`config.mk`:
```
export PLATFORM = sky130hd
export DESIGN_NAME = cpu_ctrl_seq_flat
export DESIGN_NICKNAME = d
export VERILOG_FILES = /design/src/rtl/cpu_ctrl_seq_if.sv /design/src/rtl/cpu_ctrl_seq.sv /design/src/flat_wrapper.sv
export SDC_FILE = /design/constraint.sdc
export NUM_CORES = 1
export LEC_CHECK = 0
export CAP_MARGIN = 20
export CORE_MARGIN = 2
export CORE_UTILIZATION = 30
export DETAILED_ROUTE_END_ITERATION = 7
export SETUP_SLACK_MARGIN = 0.02
export SYNTH_ARGS = -nofsm -noshare
export SYNTH_HDL_FRONTEND = slang
export SYNTH_SLANG_ARGS = --single-unit
```
`constraint.sdc`:
```
create_clock -name clk -period 3.8 [get_ports clk]
set_clock_uncertainty 0.05 [all_clocks]
set_input_delay 0.76 -clock clk [delete_from_list [all_inputs] [get_ports clk]]
set_output_delay 0.76 -clock clk [all_outputs]
set_load 0.02 [all_outputs]
```
`src/rtl/cpu_ctrl_seq_if.sv`:
```
// rtl/cpu_ctrl_seq_if.sv - instruction-memory and register-file bus of the CPU sequencer
//
// Purpose: bundles the two buses driven by cpu_ctrl_seq.
//   imem_req  : sequencer -> memory, request held until imem_ack
//   imem_addr : sequencer -> memory, fetch address
//   imem_ack  : memory -> sequencer, data valid this cycle
//   imem_data : memory -> sequencer, instruction/operand byte
//   reg_write : sequencer -> register file, one-cycle write strobe
//   reg_read  : sequencer -> register file, read enable
//   reg_addr  : sequencer -> register file, address {4'h0, IR[3:0]}
//   reg_wdata : sequencer -> register file, write data (ACC)
//   reg_rdata : register file -> sequencer, combinational read data
// Modports: master = sequencer side, slave = memory/register-file side.

interface cpu_ctrl_seq_if;
  logic       imem_req;
  logic [7:0] imem_addr;
  logic       imem_ack;
  logic [7:0] imem_data;
  logic       reg_write;
  logic       reg_read;
  logic [7:0] reg_addr;
  logic [7:0] reg_wdata;
  logic [7:0] reg_rdata;

  modport master (
    output imem_req,
    output imem_addr,
    input  imem_ack,
    input  imem_data,
    output reg_write,
    output reg_read,
    output reg_addr,
    output reg_wdata,
    input  reg_rdata
  );

  modport slave (
    input  imem_req,
    input  imem_addr,
    output imem_ack,
    output imem_data,
    input  reg_write,
    input  reg_read,
    input  reg_addr,
    input  reg_wdata,
    output reg_rdata
  );
endinterface

```
`src/rtl/cpu_ctrl_seq.sv`:
```
// rtl/cpu_ctrl_seq.sv - fetch/decode/execute sequencer for the 8-bit CPU
//
// Purpose: fetches 8-bit instructions over a req/ack handshake, holds PC, IR,
// ACC and the Z flag, and drives the 16x8 general register file.
// Instruction format: IR[7:4] opcode, IR[3:0] register index.
//
// Ports:
//   clk    : system clock, rising edge
//   rst    : asynchronous active-high reset
//   bus    : cpu_ctrl_seq_if.master (instruction memory + register file)
//   acc    : accumulator
//   zero   : Z flag, set when the last ACC write was 8'h00
//   carry  : C flag (only when CPU_CTRL_CARRY_EN is defined)
//   halted : high in HALT state
//
// Optional feature macro: CPU_CTRL_CARRY_EN adds the C flag, the carry port
// and the ADC (opcode C) / SBC (opcode D) instructions. Without it opcodes
// C and D decode as NOP.
//
// All outputs come from registers updated alongside the state, so no input
// reaches an output combinationally.

module cpu_ctrl_seq #(
  parameter logic [7:0] RESET_PC = 8'h00
) (
  input  logic             clk,
  input  logic             rst,
  cpu_ctrl_seq_if.master   bus,
  output logic [7:0]       acc,
  output logic             zero,
`ifdef CPU_CTRL_CARRY_EN
  output logic             carry,
`endif
  output logic             halted
);

  localparam logic [3:0] OP_NOP = 4'h0;
  localparam logic [3:0] OP_LDA = 4'h1;
  localparam logic [3:0] OP_STA = 4'h2;
  localparam logic [3:0] OP_ADD = 4'h3;
  localparam logic [3:0] OP_SUB = 4'h4;
  localparam logic [3:0] OP_AND = 4'h5;
  localparam logic [3:0] OP_OR  = 4'h6;
  localparam logic [3:0] OP_XOR = 4'h7;
  localparam logic [3:0] OP_NOT = 4'h8;
  localparam logic [3:0] OP_LDI = 4'h9;
  localparam logic [3:0] OP_JMP = 4'hA;
  localparam logic [3:0] OP_JZ  = 4'hB;
`ifdef CPU_CTRL_CARRY_EN
  localparam logic [3:0] OP_ADC = 4'hC;
  localparam logic [3:0] OP_SBC = 4'hD;
`endif
  localparam logic [3:0] OP_HLT = 4'hF;

  typedef enum logic [2:0] {
    ST_FETCH,
    ST_DECODE,
    ST_READ,
    ST_WRITE,
    ST_IMM,
    ST_HALT
  } state_t;

  state_t     state_q;
  logic [7:0] pc_q;
  logic [7:0] ir_q;
  logic [7:0] acc_q;
  logic       z_q;
  logic       imem_req_q;
  logic       reg_read_q;
  logic       reg_write_q;
  logic       halted_q;
  logic [3:0] opcode;
  logic [7:0] alu_res;
`ifdef CPU_CTRL_CARRY_EN
  logic       c_q;
  logic       alu_c;
`endif

  assign opcode = ir_q[7:4];

  // ALU result for the READ state; reg_rdata is only meaningful there.
`ifdef CPU_CTRL_CARRY_EN
  // 9-bit arithmetic: bit 8 is carry-out for additions and borrow for
  // subtractions. Non-arithmetic ops leave C untouched.
  always_comb begin
    alu_c   = c_q;
    alu_res = acc_q;
    case (opcode)
      OP_LDA: alu_res = bus.reg_rdata;
      OP_ADD: {alu_c, alu_res} = {1'b0, acc_q} + {1'b0, bus.reg_rdata};
      OP_SUB: {alu_c, alu_res} = {1'b0, acc_q} - {1'b0, bus.reg_rdata};
      OP_AND: alu_res = acc_q & bus.reg_rdata;
      OP_OR:  alu_res = acc_q | bus.reg_rdata;
      OP_XOR: alu_res = acc_q ^ bus.reg_rdata;
      OP_ADC: {alu_c, alu_res} = {1'b0, acc_q} + {1'b0, bus.reg_rdata} + {8'h00, c_q};
      OP_SBC: {alu_c, alu_res} = {1'b0, acc_q} - {1'b0, bus.reg_rdata} - {8'h00, c_q};
      default: alu_res = acc_q;
    endcase
  end
`else
  always_comb begin
    alu_res = acc_q;
    case (opcode)
      OP_LDA: alu_res = bus.reg_rdata;
      OP_ADD: alu_res = acc_q + bus.reg_rdata;
      OP_SUB: alu_res = acc_q - bus.reg_rdata;
      OP_AND: alu_res = acc_q & bus.reg_rdata;
      OP_OR:  alu_res = acc_q | bus.reg_rdata;
      OP_XOR: alu_res = acc_q ^ bus.reg_rdata;
      default: alu_res = acc_q;
    endcase
  end
`endif

  // Strobes are registered with the state: each one is set on the edge
  // that enters the state it belongs to and cleared on the edge that
  // leaves it. Reset lands in FETCH, so the request is already up.
  always_ff @(posedge clk or posedge rst) begin
    if (rst) begin
      state_q     <= ST_FETCH;
      pc_q        <= RESET_PC;
      ir_q        <= 8'h00;
      acc_q       <= 8'h00;
      z_q         <= 1'b1;
      imem_req_q  <= 1'b1;
      reg_read_q  <= 1'b0;
      reg_write_q <= 1'b0;
      halted_q    <= 1'b0;
`ifdef CPU_CTRL_CARRY_EN
      c_q         <= 1'b0;
`endif
    end else begin
      case (state_q)
        ST_FETCH: begin
          if (bus.imem_ack) begin
            ir_q       <= bus.imem_data;
            pc_q       <= pc_q + 8'd1;
            imem_req_q <= 1'b0;
            state_q    <= ST_DECODE;
          end
        end

        ST_DECODE: begin
          case (opcode)
            OP_LDA, OP_ADD, OP_SUB, OP_AND, OP_OR, OP_XOR: begin
              reg_read_q <= 1'b1;
              state_q    <= ST_READ;
            end
`ifdef CPU_CTRL_CARRY_EN
            OP_ADC, OP_SBC: begin
              reg_read_q <= 1'b1;
              state_q    <= ST_READ;
            end
`endif
            OP_STA: begin
              reg_write_q <= 1'b1;
              state_q     <= ST_WRITE;
            end
            OP_NOT: begin
              acc_q      <= ~acc_q;
              z_q        <= (acc_q == 8'hFF);
              imem_req_q <= 1'b1;
              state_q    <= ST_FETCH;
            end
            OP_LDI, OP_JMP, OP_JZ: begin
              imem_req_q <= 1'b1;
              state_q    <= ST_IMM;
            end
            OP_HLT: begin
              halted_q <= 1'b1;
              state_q  <= ST_HALT;
            end
            default: begin
              // NOP and the unassigned opcodes
              imem_req_q <= 1'b1;
              state_q    <= ST_FETCH;
            end
          endcase
        end

        ST_READ: begin
          acc_q      <= alu_res;
          z_q        <= (alu_res == 8'h00);
`ifdef CPU_CTRL_CARRY_EN
          c_q        <= alu_c;
`endif
          reg_read_q <= 1'b0;
          imem_req_q <= 1'b1;
          state_q    <= ST_FETCH;
        end

        ST_WRITE: begin
          reg_write_q <= 1'b0;
          imem_req_q  <= 1'b1;
          state_q     <= ST_FETCH;
        end

        ST_IMM: begin
          // Request stays high: the next state is FETCH.
          if (bus.imem_ack) begin
            case (opcode)
              OP_LDI: begin
                acc_q <= bus.imem_data;
                z_q   <= (bus.imem_data == 8'h00);
                pc_q  <= pc_q + 8'd1;
              end
              OP_JMP: pc_q <= bus.imem_data;
              OP_JZ:  pc_q <= z_q ? bus.imem_data : pc_q + 8'd1;
              default: pc_q <= pc_q + 8'd1;
            endcase
            state_q <= ST_FETCH;
          end
        end

        ST_HALT: begin
          // Only reset leaves HALT.
          state_q <= ST_HALT;
        end

        default: begin
          imem_req_q  <= 1'b1;
          reg_read_q  <= 1'b0;
          reg_write_q <= 1'b0;
          halted_q    <= 1'b0;
          state_q     <= ST_FETCH;
        end
      endcase
    end
  end

  assign bus.imem_req  = imem_req_q;
  assign bus.imem_addr = pc_q;
  assign bus.reg_write = reg_write_q;
  assign bus.reg_read  = reg_read_q;
  assign bus.reg_addr  = {4'h0, ir_q[3:0]};
  assign bus.reg_wdata = acc_q;

  assign acc    = acc_q;
  assign zero   = z_q;
  assign halted = halted_q;
`ifdef CPU_CTRL_CARRY_EN
  assign carry  = c_q;
`endif

endmodule

```
`src/flat_wrapper.sv`:
```
// flat-port wrapper written by rule: the top's interface ports become plain ports
module cpu_ctrl_seq_flat 
#(
  parameter logic [7:0] RESET_PC = 8'h00
)
  (clk, rst, acc, zero, halted, bus_imem_req, bus_imem_addr, bus_imem_ack, bus_imem_data, bus_reg_write, bus_reg_read, bus_reg_addr, bus_reg_wdata, bus_reg_rdata);
  cpu_ctrl_seq_if bus_i ();
  input  logic clk;
  input  logic rst;
  output logic [7:0] acc;
  output logic zero;
  output logic halted;
  output wire logic [$bits(bus_i.imem_req)-1:0] bus_imem_req;
  output wire logic [$bits(bus_i.imem_addr)-1:0] bus_imem_addr;
  input wire logic [$bits(bus_i.imem_ack)-1:0] bus_imem_ack;
  input wire logic [$bits(bus_i.imem_data)-1:0] bus_imem_data;
  output wire logic [$bits(bus_i.reg_write)-1:0] bus_reg_write;
  output wire logic [$bits(bus_i.reg_read)-1:0] bus_reg_read;
  output wire logic [$bits(bus_i.reg_addr)-1:0] bus_reg_addr;
  output wire logic [$bits(bus_i.reg_wdata)-1:0] bus_reg_wdata;
  input wire logic [$bits(bus_i.reg_rdata)-1:0] bus_reg_rdata;
  assign bus_imem_req = bus_i.imem_req;
  assign bus_imem_addr = bus_i.imem_addr;
  assign bus_i.imem_ack = bus_imem_ack;
  assign bus_i.imem_data = bus_imem_data;
  assign bus_reg_write = bus_i.reg_write;
  assign bus_reg_read = bus_i.reg_read;
  assign bus_reg_addr = bus_i.reg_addr;
  assign bus_reg_wdata = bus_i.reg_wdata;
  assign bus_i.reg_rdata = bus_reg_rdata;
  cpu_ctrl_seq #(.RESET_PC(RESET_PC)) u_core (.clk(clk), .rst(rst), .bus(bus_i), .acc(acc), .zero(zero), .halted(halted));
endmodule
```
==> results of run 1 <==
## cell usage in the layout (no fill, tap or decap), drive strengths merged, types with 3 or more instances in the layout
cell type,n
clkdlybuf4s50,51
a21oi,35
dfrtp,30
nor2,30
nand2,27
inv,27
ha,25
o21ai,23
nand3,12
nand2b,12
xnor2,10
buf,10
a31oi,7
mux2,7
nor3,7
clkbuf,6
a22oi,5
nor2b,5
and2,5
mux2i,5
a221oi,5
nor4,4
conb,4
o221a,3
a311oi,3
nand4,3
o22ai,3
a2111oi,3
a211oi,3
## routing by layer
layer  GRT usage  share of wire  vias to the layer above  wire, um
li1            -              -                     1382         -
met1       0.217           0.46                     1345      3990
met2       0.263           0.46                      106      4020
met3      0.0281          0.062                       13       543
met4      0.0486          0.016                        0       140
met5           0              0                        -         0
## cell families (layout without fill, tap and decap cells)
kind of cell,after synthesis,after routing,synth area share
other,1,4,0.00123
AO/OA/AOI/OAI,113,113,0.249
AND/OR/NAND/NOR,113,113,0.190
multiplexers,12,12,0.0424
flip-flops,32,32,0.264
buffers and inverters,61,96,0.112
XOR/XNOR,11,11,0.0317
adder cells (fa/ha/maj),26,26,0.110
## report_power, final
group	total [mW]	internal, mW	switching, mW
combinational	2.31	1.01	1.30
clock	0.278	0.145	0.133
sequential	0.751	0.508	0.242
## flip-flops by register name, summed over array words and instances (netlist names)
register / flops
u_core.bus.imem_addr: 8
u_core.zero: 1
u_core.bus.reg_write: 1
u_core.bus.imem_req: 1
u_core.ir_q: 8
u_core.halted: 1
u_core.bus.reg_read: 1
u_core.acc: 8
u_core.state_q: 3
## through the flow
step	setup slack [ns]	utilization
floorplan	0.854	-
global placement	0.139	0.363
finish	0.355	0.372
CTS	0.385	0.372
detailed placement	0.0864	0.363
global route	0.114	0.372
## worst max path at each step
| stage | startpoint | end | slack (ns) | depth (start not counted) |
|---|---|---|---|---|
| 2_1_floorplan | bus_reg_rdata[0] | u_core.acc[5]$_DFFE_PP0P_ | 0.85 | 12 |
| 3_3_place_gp | bus_reg_rdata[1] | u_core.zero$_DFFE_PP1P_ | 0.14 | 12 |
| 3_5_place_dp | bus_reg_rdata[1] | u_core.zero$_DFFE_PP1P_ | 0.09 | 12 |
| 4_1_cts | bus_reg_rdata[1] | u_core.zero$_DFFE_PP1P_ | 0.38 | 12 |
| 5_1_grt | bus_reg_rdata[1] | u_core.zero$_DFFE_PP1P_ | 0.11 | 13 |
| 6_report | bus_reg_rdata[1] | u_core.zero$_DFFE_PP1P_ | 0.35 | 13 |
## worst max-delay path: cells and delay by family
| family | cells | cell delay, ns |
|---|---|---|
| xor gates and xnor gates | 1 | 0.18 |
| AOI/OAI and AO/OA | 5 | 1.05 |
| muxes | 1 | 0.29 |
| and+or+nand+nor | 1 | 0.13 |
| adders and majority gates | 2 | 0.49 |
| buffers and inverters | 3 | 0.71 |
## cells in the mapped netlist (all sizes together), types with 3 or more instances
cell type	count
o221a	3
nand4	3
a21oi	35
xnor2	10
and2	5
o21ai	23
buf	27
dfrtp	30
o22ai	3
a22oi	5
a31oi	7
a221oi	5
a211oi	3
inv	27
clkbuf	7
ha	25
nor2b	5
mux2	7
nor4	4
a311oi	3
nand2b	12
nor2	30
nand2	27
a2111oi	3
nor3	7
mux2i	5
nand3	12
## area by class of cell
class / count / area, sq um / share of cell area
multi-input cells: 279 / 1910 / 0.522
flip-flops and latches: 32 / 803 / 0.220
repair buffers: 61 / 586 / 0.160
well taps: 133 / 166 / 0.0455
inverters: 27 / 101 / 0.0277
clock buffers: 6 / 82.6 / 0.0226
clock inverters: 2 / 10.0 / 0.00274
==> Implementation_results.wiki, run 1 <==
{| class="wikitable"
! Metric !! Value
|-
| Worst-skew pair later-pin latency || 0.28 ns
|-
| Cell row count || 36
|-
| Fraction of synthesized cell area taken by the top area cell type || 0.247
|-
| Grt ovf || 0
|-
| Max_cap viols || 0
|-
| ANT cells || 0
|-
| DRT iter0 DRCs || 184
|-
| Final nets || roughly 450
|-
| Peak Freq || a little under 0.3 GHz
|-
| Headroom to the max-slew limit || 0.501
|-
| Number of fillers in the final layout || 1043
|-
| All-Layer GR Usage || 0.161
|-
| Number of global-route vias before repair || around 2800
|-
| Initial antenna violation count || 0
|-
| Wire length of the first global-routing pass || ~14000 um
|-
| Setup slack of the worst register-to-register path || 0.89 ns
|-
| Number of standard cells in the layout, taps in and fillers out || between 500 and 600
|-
| Die Span Y || between 100 and 150 um
|-
| Die Width || between 100 and 150 um
|-
| Minimum period implied by the final worst setup slack || between 3 and 4 ns
|-
| Hold Path Class || register to register
|-
| Max incr delay on CP || around 0.56 ns
|-
| Buffers added on ports || 51
|-
| Clk pin slew, worst setup/hold paths || roughly 0.070 ns
|-
| Number of I/O pins || between 50 and 60
|-
| Number of nets with antenna violations after detailed routing || 0
|-
| Number of CTS-inserted buffers || 5
|-
| Peak ir drop on the vdd network || 467 uV
|-
| Count of buffers added by post-CTS timing repair for setup || 0
|-
| Worst-Margin Slew || ~0.74 ns
|-
| Number of hold violations in the final report || 0
|-
| Worst-path cell chain || clkdlybuf4s50_1 > inv_1 > ha_1 > mux2_2 > inv_1 > ha_1 > nor2b_1 > o21ai_0 > o21ai_0 > a31oi_1 > xnor2_1 > a21oi_1 > o31ai_2
|-
| Post-route cell area || ~3700 sq um
|-
| R2r endpoint || u_core.zero$_DFFE_PP1P_
|-
| Largest cells by area after synthesis || sky130_fd_sc_hd__dfrtp_1, sky130_fd_sc_hd__ha_1, sky130_fd_sc_hd__a21oi_1
|-
| Starting Density || 0.310
|-
| Leak Pwr || roughly 1.5 nW
|-
| Post-synthesis average cell area || approximately 8.2 sq um
|-
| Worst Hold Path EP || u_core.ir_q[1]$_DFFE_PP0P_
|-
| Slowest cell on the critical path || sky130_fd_sc_hd__clkdlybuf4s50_1
|-
| CTS sink count || 32
|-
| Area growth, synth to finish || 20.3%
|-
| Setup repair after global routing missed its margin || no
|-
| CTS tree || done
|-
| Placed standard-cell area || about 3600 sq um
|-
| Total of endpoints with negative setup slack in the final report || 0
|-
| Cell accounting for the most synthesized area || sky130_fd_sc_hd__dfrtp_1
|-
| Max Transition Viols Final || 0
|-
| Primary FF master, synth || sky130_fd_sc_hd__dfrtp_1
|-
| Avg Vias per Cell || around 5.3
|-
| Post-CTS Resized || 0
|-
| Hold path start || u_core.ir_q[1]$_DFFE_PP0P_
|-
| Sum of net half-perimeters after detailed placement || 6540 um
|-
| Design Power || 3.34 mW
|-
| Routability congestion estimate || between 0.8 and 0.9
|-
| Overall die area || around 11000 sq um
|-
| Worst hold slack || about 0.46 ns
|-
| Number of H-tree branching levels || 2
|-
| Ratio of total power to cell area || approximately 900 nW/um^2
|-
| Gate count after technology mapping || about 370
|-
| Setup TNS || 0 ns
|-
| Number of search-and-repair iterations in the first detailed-routing pass || 5
|-
| Type of origin of the critical path || input pin
|-
| Avg WL per Cell || between 15 and 20 um
|-
| Run status || finished, final reports clean
|-
| Total vias in the final route || around 2800
|-
| Portion of the clock cycle consumed by the worst path in the final layout || 0.907
|-
| Hold-fix buffer count after cts || 0
|-
| Worst r2r src || u_core.ir_q[7]$_DFFE_PP0P_
|-
| Count of state elements after synthesis || 32
|-
| CTS max path bufs || 2
|-
| Maximum number of pins on one net before global-route repair || 33
|-
| Critical path arrival || around 3.6 ns
|-
| Clock Root Buffer || sky130_fd_sc_hd__clkbuf_8
|-
| Async set or reset register ratio after synthesis || 1.00
|-
| Count of placed standard cells including taps || ~530
|-
| Endpoint type of the worst setup path || register
|-
| Yosys warns || 0
|-
| Sum of routed wire length over all layers || 8700 um
|-
| R2R cell count || 13
|-
| Category of the most critical setup path || input pin to register
|-
| Ratio of cells with drive above 1 in the final layout || 0.106
|-
| Maximum fanout along the worst path || 5
|-
| Core region area || ~9800 sq um
|-
| Register area share after synthesis || 0.264
|-
| Residual DRC || 0
|-
| Netlist area before placement || about 3000 sq um
|-
| Req. time, crit path || ~4 ns
|-
| Number of enable flip-flop cells after synthesis || 0
|-
| Distinct cell type count after synthesis || just under 70
|-
| Hold Path Depth || 1
|}
(Power assumes the default switching activity.)
==> run 2, diff against run 1 <==
CORE_ASPECT_RATIO = 0.9   (was not set)
CORE_MARGIN = 8   (was 2)
CORE_UTILIZATION = 45   (was 30)
PLACE_DENSITY = 0.7   (was not set)
==> run 2 against run 1 <==
Net effect: clock power fell by 8.6%; largest cell class unchanged; die area fell by 12%; critical endpoint is now u_core.acc[5]$_DFFE_PP0P_; via count fell by 0.28%; final cell count fell by 8.0%; largest power group unchanged.
==> Implementation_results.wiki, run 2 (synthesis results as in run 1) <==
{| class="wikitable"
! Metric !! Value
|-
| Req. time, crit path || about 4.0 ns
|-
| Wire length of the first global-routing pass || about 14000 um
|-
| Endpoint type of the worst setup path || register
|-
| Hold path start || u_core.ir_q[2]$_DFFE_PP0P_
|-
| Category of the most critical setup path || input pin to register
|-
| Worst-skew pair later-pin latency || 0.29 ns
|-
| Number of I/O pins || 56
|-
| Routability congestion estimate || 0.915
|-
| Buffers added on ports || 51
|-
| Die Width || 103 um
|-
| Cell row count || 28
|-
| Count of buffers added by post-CTS timing repair for setup || 0
|-
| Starting Density || 0.464
|-
| Portion of the clock cycle consumed by the worst path in the final layout || 0.893
|-
| Run status || finished, final reports clean
|-
| Minimum period implied by the final worst setup slack || 3.39 ns
|-
| Residual DRC || 0
|-
| Headroom to the max-slew limit || 0.517
|-
| All-Layer GR Usage || 0.178
|-
| Leak Pwr || roughly 1.5 nW
|-
| Total of endpoints with negative setup slack in the final report || 0
|-
| ANT cells || 0
|-
| Peak ir drop on the vdd network || around 460 uV
|-
| Worst r2r src || u_core.ir_q[7]$_DFFE_PP0P_
|-
| Type of origin of the critical path || input pin
|-
| Hold Path Class || register to register
|-
| CTS tree || done
|-
| Core region area || ~6600 sq um
|-
| Number of hold violations in the final report || 0
|-
| Hold-fix buffer count after cts || 0
|-
| R2R cell count || 12
|-
| Avg WL per Cell || about 17 um
|-
| Placed standard-cell area || 3510 sq um
|-
| CTS sink count || 32
|-
| Post-route cell area || about 3600 sq um
|-
| Ratio of cells with drive above 1 in the final layout || 0.101
|-
| Setup TNS || 0 ns
|-
| Max_cap viols || 0
|-
| Avg Vias per Cell || ~5.7
|-
| Total vias in the final route || approximately 2800
|-
| Number of search-and-repair iterations in the first detailed-routing pass || 4
|-
| Hold Path Depth || 1
|-
| Area growth, synth to finish || 18.2%
|-
| DRT iter0 DRCs || ~180
|-
| Die Span Y || ~94 um
|-
| Sum of net half-perimeters after detailed placement || about 6400 um
|-
| Overall die area || 9640 sq um
|-
| Peak Freq || 0.295 GHz
|-
| Maximum fanout along the worst path || 3
|-
| Maximum number of pins on one net before global-route repair || 33
|-
| Sum of routed wire length over all layers || 8380 um
|-
| Clk pin slew, worst setup/hold paths || 0.07 ns
|-
| Top library cells by usage in the layout, fill and taps aside || sky130_fd_sc_hd__clkdlybuf4s50_1, sky130_fd_sc_hd__a21oi_1, sky130_fd_sc_hd__dfrtp_1, sky130_fd_sc_hd__nor2_1, sky130_fd_sc_hd__nand2_1
|-
| Number of global-route vias before repair || between 2000 and 3000
|-
| CTS max path bufs || 2
|-
| Crit path from || bus_reg_rdata[0]
|-
| Post-CTS Resized || 0
|-
| Final core area utilization || 0.548
|-
| Initial antenna violation count || 0
|-
| Ratio of total power to cell area || approximately 910 nW/um^2
|-
| Worst-Margin Slew || a little over 0.7 ns
|-
| Most common cell after layout, fill and taps aside || sky130_fd_sc_hd__clkdlybuf4s50_1
|-
| Clock Root Buffer || sky130_fd_sc_hd__clkbuf_8
|-
| Number of nets with antenna violations after detailed routing || 0
|-
| Setup repair after global routing missed its margin || no
|-
| Max Transition Viols Final || 0
|-
| Final nets || 451
|-
| Number of H-tree branching levels || 2
|-
| Number of CTS-inserted buffers || 5
|-
| Grt ovf || 0
|-
| Critical path arrival || ~3.6 ns
|}
-- run 2: cell count changes in the layout (fill, tap and decap cells not counted), sizes merged --
cell / previous run / this run
clkinv: 2 / 1
clkbuf: 6 / 7
-- run 2: path summary, 6_finish.rpt --
| path | to | slack [ns] |
|---|---|---|
| worst max-delay path | u_core.acc[5]$_DFFE_PP0P_ | 0.41 |
| worst min-delay path | u_core.ir_q[2]$_DFFE_PP0P_ | 0.46 |
| worst max register to register | u_core.acc[5]$_DFFE_PP0P_ | 0.80 |
| worst min register to register | u_core.ir_q[2]$_DFFE_PP0P_ | 0.46 |
| max in group asynchronous | u_core.zero$_DFFE_PP1P_ | 2.55 |
| min in group asynchronous | u_core.bus.imem_addr[7]$_DFFE_PP0P_ | 0.80 |
-- run 2: stage by stage --
| stage | power, mW | worst slack [ns] | hold WS, ns | std cells |
|---|---|---|---|---|
| after floorplan | 2.38 | 0.854 | 0.432 | 372 |
| after global placement | 2.96 | 0.168 | 0.439 | 489 |
| after detailed placement | 3.00 | 0.127 | 0.448 | 489 |
| after CTS | 3.27 | 0.409 | 0.466 | 497 |
| after global routing | 3.54 | 0.220 | 0.488 | 497 |
| final | 3.26 | 0.406 | 0.462 | 497 |
-- run 2: critical path, stage by stage --
cell                              delay [ns]
sky130_fd_sc_hd__clkdlybuf4s50_1        0.48
sky130_fd_sc_hd__inv_1                  0.06
sky130_fd_sc_hd__ha_1                   0.28
sky130_fd_sc_hd__mux2_2                 0.29
sky130_fd_sc_hd__inv_1                  0.06
sky130_fd_sc_hd__ha_1                   0.21
sky130_fd_sc_hd__nor2b_1                0.12
sky130_fd_sc_hd__o21ai_0                0.28
sky130_fd_sc_hd__o21ai_0                0.21
sky130_fd_sc_hd__xnor2_1                0.16
sky130_fd_sc_hd__o221a_2                0.25
sky130_fd_sc_hd__o221a_2                0.24
sky130_fd_sc_hd__a21oi_1                0.14
-- run 2: final cells by class --
class	count	area, sq um
Clock inverter	1	5.00
Clock buffer	7	76.3
Sequential cell	32	803
Tap cell	90	113
Timing Repair Buffer	61	586
Multi-Input combinational cell	279	1910
Fill cell	644	2960
Inverter	27	101
-- run 2: power breakdown --
group | internal, mW | switching (mW) | total (mW)
combinational | 0.992 | 1.27 | 2.26
clock | 0.128 | 0.126 | 0.254
sequential | 0.508 | 0.242 | 0.751
total | 1.63 | 1.63 | 3.26
-- run 2: per-layer routing --
| layer | up-vias | track usage | wire length (um) |
|---|---|---|---|
| met1 | 1357 | 0.243 | 3970 |
| met3 | 9 | 0.0356 | 515 |
| li1 | 1385 | - | - |
| met2 | 87 | 0.284 | 3820 |
| met4 | 0 | 0.0354 | 75 |
| met5 | - | 0 | 0 |
